===== config.mk =====
export PLATFORM = sky130hd
export DESIGN_NAME = pipe_control_unit
export DESIGN_NICKNAME = d
export VERILOG_FILES = /design/src/rtl/pipe_control_unit.sv
export SDC_FILE = /design/constraint.sdc
export NUM_CORES = 1
export LEC_CHECK = 0
export CAP_MARGIN = 25
export CORE_AREA = 2 2 93 95
export DETAILED_ROUTE_END_ITERATION = 6
export DIE_AREA = 0 0 95 97
export PLACE_DENSITY_LB_ADDON = 0.05
export SYNTH_ARGS = -nofsm -noshare
export SYNTH_HDL_FRONTEND = slang
export SYNTH_SLANG_ARGS = --single-unit

===== constraint.sdc =====
create_clock -name clk -period 1.95 [get_ports clk]
set_input_delay 0.39 -clock clk [delete_from_list [all_inputs] [get_ports clk]]
set_output_delay 0.39 -clock clk [all_outputs]
set_load 0.01 [all_outputs]

===== src/rtl/pipe_control_unit.sv =====
// RV32I pipelined control: decodes opcode in ID, carries controls through EX/MEM/WB, EBREAK halt/drain.
// ex_* one edge after accept, mem_* two, wb_* three; stall/flush/non-RUN insert bubbles, pc_en gates fetch.
module pipe_control_unit #(
  parameter int ALUOP_W         = 2,
  parameter int CNT_W           = 32,
  parameter int HALT_ON_ILLEGAL = 0
) (
  input  logic               clk,
  input  logic               rst_n,
  input  logic               id_valid,
  input  logic [4:0]         opcode,
  input  logic               inst20,
  input  logic               stall,
  input  logic               flush,
  output logic               pc_en,
  output logic               ex_valid,
  output logic               ex_branch,
  output logic               ex_alusrc,
  output logic               ex_jalr,
  output logic               ex_jal,
  output logic               ex_auipc,
  output logic               ex_lui,
  output logic [ALUOP_W-1:0] ex_aluop,
  output logic               mem_valid,
  output logic               mem_read,
  output logic               mem_write,
  output logic               wb_valid,
  output logic               wb_regwrite,
  output logic               wb_memtoreg,
  output logic               illegal,
  output logic               halted,
  output logic [CNT_W-1:0]   retire_cnt
);

  localparam logic [4:0] OP_RTYPE  = 5'b01100;
  localparam logic [4:0] OP_LOAD   = 5'b00000;
  localparam logic [4:0] OP_STORE  = 5'b01000;
  localparam logic [4:0] OP_BRANCH = 5'b11000;
  localparam logic [4:0] OP_AUIPC  = 5'b00101;
  localparam logic [4:0] OP_LUI    = 5'b01101;
  localparam logic [4:0] OP_JAL    = 5'b11011;
  localparam logic [4:0] OP_JALR   = 5'b11001;
  localparam logic [4:0] OP_IALU   = 5'b00100;
  localparam logic [4:0] OP_SYSTEM = 5'b11100;
  localparam bit HALT_ILL = (HALT_ON_ILLEGAL != 0);

  typedef struct packed {
    logic               branch;
    logic               alusrc;
    logic               jalr;
    logic               jal;
    logic               auipc;
    logic               lui;
    logic [ALUOP_W-1:0] aluop;
    logic               memread;
    logic               memwrite;
    logic               regwrite;
    logic               memtoreg;
  } ctrl_t;

  typedef enum logic [1:0] {S_RUN, S_DRAIN, S_HALT} state_t;

  state_t state, state_nx;
  ctrl_t  dec, ex_ctl;
  logic   dec_legal, is_system, accept, take_ebreak;
  logic   mem_regwrite, mem_memtoreg;

  always_comb begin
    dec       = '0;
    dec_legal = 1'b1;
    case (opcode)
      OP_RTYPE:  begin dec.aluop = ALUOP_W'(2'b10); dec.regwrite = 1'b1; end
      OP_LOAD:   begin dec.memread = 1'b1; dec.memtoreg = 1'b1; dec.alusrc = 1'b1; dec.regwrite = 1'b1; end
      OP_STORE:  begin dec.memwrite = 1'b1; dec.alusrc = 1'b1; end
      OP_BRANCH: begin dec.branch = 1'b1; dec.aluop = ALUOP_W'(2'b01); end
      OP_AUIPC:  begin dec.regwrite = 1'b1; dec.alusrc = 1'b1; dec.auipc = 1'b1; end
      OP_LUI:    begin dec.regwrite = 1'b1; dec.alusrc = 1'b1; dec.lui = 1'b1; end
      OP_JAL:    begin dec.regwrite = 1'b1; dec.alusrc = 1'b1; dec.jalr = 1'b1; dec.jal = 1'b1; end
      OP_JALR:   begin dec.regwrite = 1'b1; dec.alusrc = 1'b1; dec.jalr = 1'b1; end
      OP_IALU:   begin dec.aluop = ALUOP_W'(2'b11); dec.alusrc = 1'b1; dec.regwrite = 1'b1; end
      OP_SYSTEM: dec = '0;
      default:   dec_legal = 1'b0;
    endcase
  end

  assign is_system   = (opcode == OP_SYSTEM);
  assign accept      = id_valid && (state == S_RUN) && !stall && !flush;
  assign take_ebreak = accept && is_system && inst20;

  // SYSTEM (ECALL/EBREAK) and illegal opcodes are accepted but enter EX as bubbles.
  always_ff @(posedge clk or negedge rst_n) begin
    if (!rst_n) begin
      ex_ctl   <= '0;
      ex_valid <= 1'b0;
    end else if (accept && dec_legal && !is_system) begin
      ex_ctl   <= dec;
      ex_valid <= 1'b1;
    end else begin
      ex_ctl   <= '0;
      ex_valid <= 1'b0;
    end
  end

  always_ff @(posedge clk or negedge rst_n) begin
    if (!rst_n) begin
      mem_valid    <= 1'b0;
      mem_read     <= 1'b0;
      mem_write    <= 1'b0;
      mem_regwrite <= 1'b0;
      mem_memtoreg <= 1'b0;
    end else if (flush) begin
      mem_valid    <= 1'b0;
      mem_read     <= 1'b0;
      mem_write    <= 1'b0;
      mem_regwrite <= 1'b0;
      mem_memtoreg <= 1'b0;
    end else begin
      mem_valid    <= ex_valid;
      mem_read     <= ex_ctl.memread;
      mem_write    <= ex_ctl.memwrite;
      mem_regwrite <= ex_ctl.regwrite;
      mem_memtoreg <= ex_ctl.memtoreg;
    end
  end

  always_ff @(posedge clk or negedge rst_n) begin
    if (!rst_n) begin
      wb_valid    <= 1'b0;
      wb_regwrite <= 1'b0;
      wb_memtoreg <= 1'b0;
      retire_cnt  <= '0;
      illegal     <= 1'b0;
    end else begin
      wb_valid    <= mem_valid;
      wb_regwrite <= mem_regwrite;
      wb_memtoreg <= mem_memtoreg;
      illegal     <= accept && !dec_legal;
      if (wb_valid) retire_cnt <= retire_cnt + CNT_W'(1);
    end
  end

  assign ex_branch = ex_ctl.branch;
  assign ex_alusrc = ex_ctl.alusrc;
  assign ex_jalr   = ex_ctl.jalr;
  assign ex_jal    = ex_ctl.jal;
  assign ex_auipc  = ex_ctl.auipc;
  assign ex_lui    = ex_ctl.lui;
  assign ex_aluop  = ex_ctl.aluop;

  always_ff @(posedge clk or negedge rst_n) begin
    if (!rst_n) state <= S_RUN;
    else        state <= state_nx;
  end

  always_comb begin
    state_nx = state;
    case (state)
      S_RUN:   if (take_ebreak || (HALT_ILL && accept && !dec_legal)) state_nx = S_DRAIN;
      S_DRAIN: if (!(ex_valid || mem_valid || wb_valid)) state_nx = S_HALT;
      S_HALT:  state_nx = S_HALT;
      default: state_nx = S_RUN;
    endcase
  end

  always_comb begin
    pc_en  = 1'b0;
    halted = 1'b0;
    case (state)
      S_RUN:   pc_en = !stall;
      S_HALT:  halted = 1'b1;
      default: pc_en = 1'b0;
    endcase
  end

endmodule


==> results of run 1 <==
timing repair:
action                                  4_1_cts  5_1_grt
endpoints found under the hold margin         3        0
resized for setup                             1        3
endpoints found under the setup margin        1        2
gates cloned                                  0        0
hold buffers                                  1        0
per-layer routing:
layer,vias to the layer above,wire length (um),share of wire
li1,846,-,-
met1,822,2249,0.44
met2,44,2512,0.49
met3,8,286,0.056
met4,0,99,0.019
met5,-,0,0
sequential cells by signal (all words and copies together), names as in the netlist, 2 cells and up:
signal,count
ex_aluop,2
ex_ctl,3
state,2
retire_cnt,32
cells in the mapped netlist, types with 4 or more instances:
library cell,n
clkbuf_1,4
and4_1,6
ha_1,5
nor2b_1,7
nand4_1,14
xnor2_1,26
and3_1,7
nand3_1,8
nor3_1,4
and2_1,5
inv_1,5
dfrtp_1,54
nor2_1,11
nand2_1,13
xor2_1,5
layout make-up:
type	count	area [um2]
Tap cell	105	131.4
Timing Repair Buffer	76	728.2
Multi-Input combinational cell	135	953.4
Clock buffer	7	76.32
Sequential cell	54	1351
Inverter	5	18.77
Fill cell	794	4875
layout by cell type (no fill, tap or decap), drive strengths merged, types with 4 or more instances in the layout:
cell,netlist,layout
and2,5,5
and3,7,7
and4,6,6
buf,6,16
clkbuf,4,8
clkdlybuf4s50,0,57
dfrtp,54,54
ha,5,5
inv,5,5
nand2,13,13
nand3,8,8
nand4,16,16
nor2,12,12
nor2b,7,7
nor3,4,4
xnor2,26,26
xor2,5,5
path summary, 6_finish.rpt:
| path | slack, ns | endpoint |
|---|---|---|
| max in group asynchronous | 0.88 | mem_write$_DFF_PN0_ |
| min in group asynchronous | 0.53 | retire_cnt[19]$_DFFE_PN0P_ |
| hold reg to reg | 0.35 | wb_regwrite$_DFF_PN0_ |
| hold / removal | 0.35 | wb_regwrite$_DFF_PN0_ |
| setup / recovery | 0.13 | wb_valid |
| setup reg to reg | 0.23 | retire_cnt[30]$_DFFE_PN0P_ |
where the power goes:
part,internal (mW),switching (mW)
registers,1.16,0.0385
logic,0.172,0.158
clock network,0.248,0.336
cells by family (layout without fill, tap and decap cells):
family | count (synthesis) | in the layout | synth area share
buf+inv | 15 | 88 | 0.03154
flops | 54 | 54 | 0.5678
fa+ha+maj | 5 | 5 | 0.02629
compound gates | 9 | 9 | 0.02576
mux | 3 | 3 | 0.01419
xor+xnor | 31 | 31 | 0.1141
simple gates | 87 | 87 | 0.2203
per-stage QoR:
| stage | hold slack [ns] | std cells | power [mW] | util |
|---|---|---|---|---|
| floorplan | 0.09441 | 204 | 1.388 | - |
| global placement | 0.3320 | 374 | 1.564 | 0.3904 |
| detailed placement | 0.3345 | 374 | 1.566 | 0.3904 |
| CTS | 0.3604 | 382 | 2.169 | 0.4009 |
| global route | 0.3579 | 382 | 2.234 | 0.4007 |
| finish | 0.3532 | 382 | 2.112 | 0.4007 |
==> key figures, run 1 <==
Worst hold path
  • Hold Crit Depth: 0
  • Hold Crit Class: flop to flop
  • HP Start: mem_regwrite$_DFF_PN0_

Floorplanning
  • Initial Utilization: 0.2926
  • Die Ht: 97 um
  • Die footprint: 0.009215 mm2
  • Core region area: 0.008134 mm2
  • Row cnt: 33
  • Die width: 95 um
  • Io pins: 61

Timing
  • Setup TNS: 0 ns
  • Worst setup margin: 0.1292 ns
  • Worst-Margin Slew: 0.3741 ns
  • Fin. max-slew vios: 0
  • Clk_skew: 0.005219 ns
  • Final setup fails: 0
  • Fin crit share: 0.9337
  • Unrepaired setup endpoints after global routing: no
  • Tmin final: 1.821 ns
  • Hold Vio Cnt, Final: 0
  • Achievable frequency: 549.2 MHz
  • Max-slew headroom: 0.7506

Yosys
  • Cells after Synth: 204
  • Ranking of synthesized cells by area: dfrtp_1, xnor2_1, nand4_1
  • Yosys reg bits: 54
  • Share of the synthesized area in the top cell type: 0.5678
  • Synth Flop Type: dfrtp_1
  • Synth area leader: dfrtp_1
  • Synth unique cells: 33
  • Register area share after synthesis: 0.5678
  • Synthesis Warnings: 0
  • Post-synth design cell area: 0.002380 mm2
  • Syn Area/Cell: 11.67 um2
  • FFs w/ async S/R, synth: 1.000
  • Post-synth EDFFs: 0
  • Synth Net Count: 220

Clock tree
  • Worst-path clk slew: 0.09 ns
  • CTS Buffer Depth: 2
  • CTS tree: yes
  • TritonCTS Sinks: 54
  • Root buf cell: clkbuf_8
  • H-tree depth: 2
  • Clk_lat worst skew: 0.30 ns
  • Num CTS Buffers: 5
  • Postcts setup bufs: 0

GRT
  • Largest net degree at the start of global routing: 42
  • Global route total overflow: 0
  • Met2 Use GR: 0.1969
  • Met1 Resource Use GR: 0.1468
  • Tot GR Track Use: 0.1189
  • First-pass GRT wire length: 8.694 mm
  • GRT busiest layer: met2
  • Routing usage on met3: 0.03505
  • Vias in the first global route: 1797
  • Initial antenna violation count: 0

Worst setup path
  • R2R cell count: 6
  • Critical R2R Launch: retire_cnt[0]$_DFFE_PN0P_
  • CP required: 1.56 ns
  • Startpoint types: flop
  • Crit path DAT: 1.43 ns
  • Top Family by Delay on Critical Path: buffers and inverters
  • Worst setup path startpoint: wb_valid$_DFF_PN0_
  • Worst setup EP type: output pin
  • Worst Path Max Fanout: 8
  • Max incr delay on CP: 0.60 ns
  • Worst path depth: 1
  • Path type of the worst setup path: flop to output pin
  • Crit-path cells: clkdlybuf4s50_1
  • Worst Path Buf+Inv: 1
  • Critical-path top delay cell: clkdlybuf4s50_1

Detailed routing
  • Drt pass-1 iters: 4
  • DR DRC count: 0
  • Detailed-route via count: 1720
  • Drt total wl: 5.146 mm
  • Routed WL per cell: 13.47 um
  • 1st-iter DRT viols: 36
  • Via density: 4.503
  • Detail Route Antenna Nets: 0

Layout
  • Diodes inserted: 0
  • Final instance area: 0.003259 mm2
  • Share of layout cells above drive strength 1: 0.1047
  • P&R area growth vs syn: 36.96%
  • Fin nets: 293

Placement
  • GP Congestion: 0.6890
  • Placed instance area: 0.003176 mm2
  • Hpwl dp: 3.829 mm
  • Setup WS pre-CTS: 0.05152 ns
  • Port buffer count: 60

Pwr
  • Pwr Density: 648.0 mW/mm2
  • Peak VDD IR: 378.3 uV
  • Lkg Pwr: 1.463 nW

Flow run
  • Max-cap violations: 0

Status
  • Status: finished clean
(Power assumes the default switching activity.)
==> run 2: changes to the inputs <==
--- a/config.mk
+++ b/config.mk
@@ -7,9 +7,12 @@
 export LEC_CHECK = 0
 export CAP_MARGIN = 25
 export CORE_AREA = 2 2 93 95
+export CTS_CLUSTER_DIAMETER = 150
 export DETAILED_ROUTE_END_ITERATION = 6
 export DIE_AREA = 0 0 95 97
+export GPL_ROUTABILITY_DRIVEN = 0
 export PLACE_DENSITY_LB_ADDON = 0.05
+export SLEW_MARGIN = 20
 export SYNTH_ARGS = -nofsm -noshare
 export SYNTH_HDL_FRONTEND = slang
 export SYNTH_SLANG_ARGS = --single-unit
==> results of run 2 <==
Same layout as run 1: the final DEF is identical, and so are final timing and power.
==> run 3: changes to the inputs <==
--- a/config.mk
+++ b/config.mk
@@ -6,10 +6,10 @@
 export NUM_CORES = 1
 export LEC_CHECK = 0
 export CAP_MARGIN = 25
-export CORE_AREA = 2 2 93 95
+export CORE_AREA = 2 2 88 99
 export CTS_CLUSTER_DIAMETER = 150
 export DETAILED_ROUTE_END_ITERATION = 6
-export DIE_AREA = 0 0 95 97
+export DIE_AREA = 0 0 90 101
 export GPL_ROUTABILITY_DRIVEN = 0
 export PLACE_DENSITY_LB_ADDON = 0.05
 export SLEW_MARGIN = 20
==> key figures, run 3 (same netlist as run 1, synthesis figures left out) <==
Layout
  • Leading cell type in the layout, fill and taps excluded: clkdlybuf4s50_1
  • P&R area growth vs syn: 37.70%
  • Share of layout cells above drive strength 1: 0.1123
  • Largest register by flop count: retire_cnt
  • Post-Route Utilization: 0.4023
  • Post-Layout Cell Count: 387
  • Fin nets: 291
  • Top flop regs: retire_cnt x32, ex_ctl x3
  • Max reg flops: 32
  • Commonest cells after routing, fill and taps aside: clkdlybuf4s50_1, dfrtp_1, xnor2_1, nand4_1, buf_4
  • Diodes inserted: 0

Detailed routing
  • Detailed-route via count: 1725
  • Via density: 4.457
  • Routed WL per cell: 13.44 um
  • DR DRC count: 0
  • 1st-iter DRT viols: 61
  • Drt total wl: 5.203 mm
  • Drt pass-1 iters: 4
  • Detail Route Antenna Nets: 0

GRT
  • Initial antenna violation count: 0
  • GRT busiest layer: met2
  • Routing usage on met3: 0.02842
  • Met1 Resource Use GR: 0.1505
  • Vias in the first global route: 1773
  • Global route total overflow: 0
  • Met2 Use GR: 0.2134
  • Tot GR Track Use: 0.1212
  • Largest net degree at the start of global routing: 31
  • First-pass GRT wire length: 8.790 mm

Clock tree
  • CTS tree: yes
  • Postcts setup bufs: 0
  • TritonCTS Sinks: 54
  • Clk_lat worst skew: 0.30 ns
  • H-tree depth: 2
  • CTS Buffer Depth: 2
  • Num CTS Buffers: 5
  • Worst-path clk slew: 0.10 ns
  • Root buf cell: clkbuf_8

Timing
  • Worst setup margin: 0.1367 ns
  • Clk_skew: 0.005410 ns
  • Fin. max-slew vios: 0
  • Tmin final: 1.813 ns
  • Unrepaired setup endpoints after global routing: no
  • Worst hold slack: 0.06921 ns
  • Hold Vio Cnt, Final: 0
  • Worst-Margin Slew: 0.4538 ns
  • Setup TNS: 0 ns
  • Max-slew headroom: 0.6972
  • Fin crit share: 0.9299
  • Final setup fails: 0
  • Achievable frequency: 551.5 MHz

Floorplanning
  • Die Ht: 101 um
  • Io pins: 61
  • Die footprint: 0.009090 mm2
  • Core region area: 0.008145 mm2
  • Initial Utilization: 0.2922
  • Row cnt: 35
  • Die width: 90 um

Status
  • Status: finished clean

Worst setup path
  • Critical-path top delay cell: clkdlybuf4s50_1
  • Max incr delay on CP: 0.54 ns
  • Worst setup EP type: output pin
  • Critical R2R Launch: state[1]$_DFFE_PN0P_
  • Startpoint types: flop
  • Worst Path Max Fanout: 6
  • R2R cell count: 6
  • Crit path DAT: 1.42 ns
  • R2r setup slk: 0.21 ns
  • CP required: 1.56 ns
  • Path type of the worst setup path: flop to output pin
  • Reg-to-reg endpoint: state[0]$_DFFE_PN0P_
  • Crit-path cells: buf_4 > clkdlybuf4s50_1

Pwr
  • Pwr Density: 702.1 mW/mm2
  • Lkg Pwr: 1.463 nW
  • Peak VDD IR: 418.2 uV

Placement
  • Dpl cells: 379
  • Setup WS pre-CTS: 0.04738 ns
  • Hpwl dp: 3.824 mm
  • Port buffer count: 60

Worst hold path
  • Hold Crit Class: input pin to async pin

Flow run
  • Max-cap violations: 0
run 3: changes by cell type in the layout (fill, tap and decap cells not counted):
cell           change
buf_12             -1
bufinv_16          +1
clkbuf_1           -1
clkbuf_2           -1
clkinvlp_4         +1
dlygate4sd2_1      +1
dlygate4sd3_1      -1
ha_1               -1
ha_2               +1
inv_1              -1
inv_2              +1
run 3: repair_timing:
action | CTS | global route
hold buffers | 0 | 0
setup endpoints to repair | 1 | 2
resized for setup | 1 | 3
pin swaps | 0 | 0
run 3: worst max path at each step:
| stage | startpoint | endpoint | slack (ns) | depth (start not counted) |
|---|---|---|---|---|
| after floorplan | retire_cnt[0]$_DFFE_PN0P_ | retire_cnt[30]$_DFFE_PN0P_ | 0.23 | 5 |
| after global placement | opcode[3] | state[0]$_DFFE_PN0P_ | 0.1 | 4 |
| after detailed placement | opcode[3] | state[0]$_DFFE_PN0P_ | 0.05 | 4 |
| after CTS | state[0]$_DFFE_PN0P_ | halted | 0.04 | 3 |
| after global routing | state[1]$_DFFE_PN0P_ | pc_en | 0.004 | 5 |
| final | wb_valid$_DFF_PN0_ | wb_valid | 0.14 | 2 |
run 3: layout make-up:
class	count	area (um2)
clock buffer	6	72.57
clock inverter	2	37.54
fill	841	4868
inverter	5	18.77
multi-input combinational	135	955.9
sequential	54	1351
tap	111	138.9
timing repair buffer	74	701.9
run 3: worst max-delay path, delay by kind of cell, from the launching register on:
kind,cells,cell delay (ns)
flops,1,0.41
buf+inv,2,0.71
run 3: report_power, final:
group | switching (mW) | internal, mW | total (mW)
logic | 0.173 | 0.186 | 0.359
registers | 0.0314 | 1.16 | 1.19
clock network | 0.367 | 0.384 | 0.751
total | 0.572 | 1.73 | 2.30
run 3: metal layers:
metal  part of all wire  vias to the layer above
li1                   -                      838
met1               0.45                      839
met2               0.50                       44
met3              0.042                        4
met4              0.010                        0
met5                  0                        -
run 3: stage by stage:
step,power (mW),cell area [um2]
finish,2.301,3277
detailed placement,1.577,3163
global placement,1.575,3163
floorplan,1.388,2380
global route,2.429,3277
CTS,2.341,3272
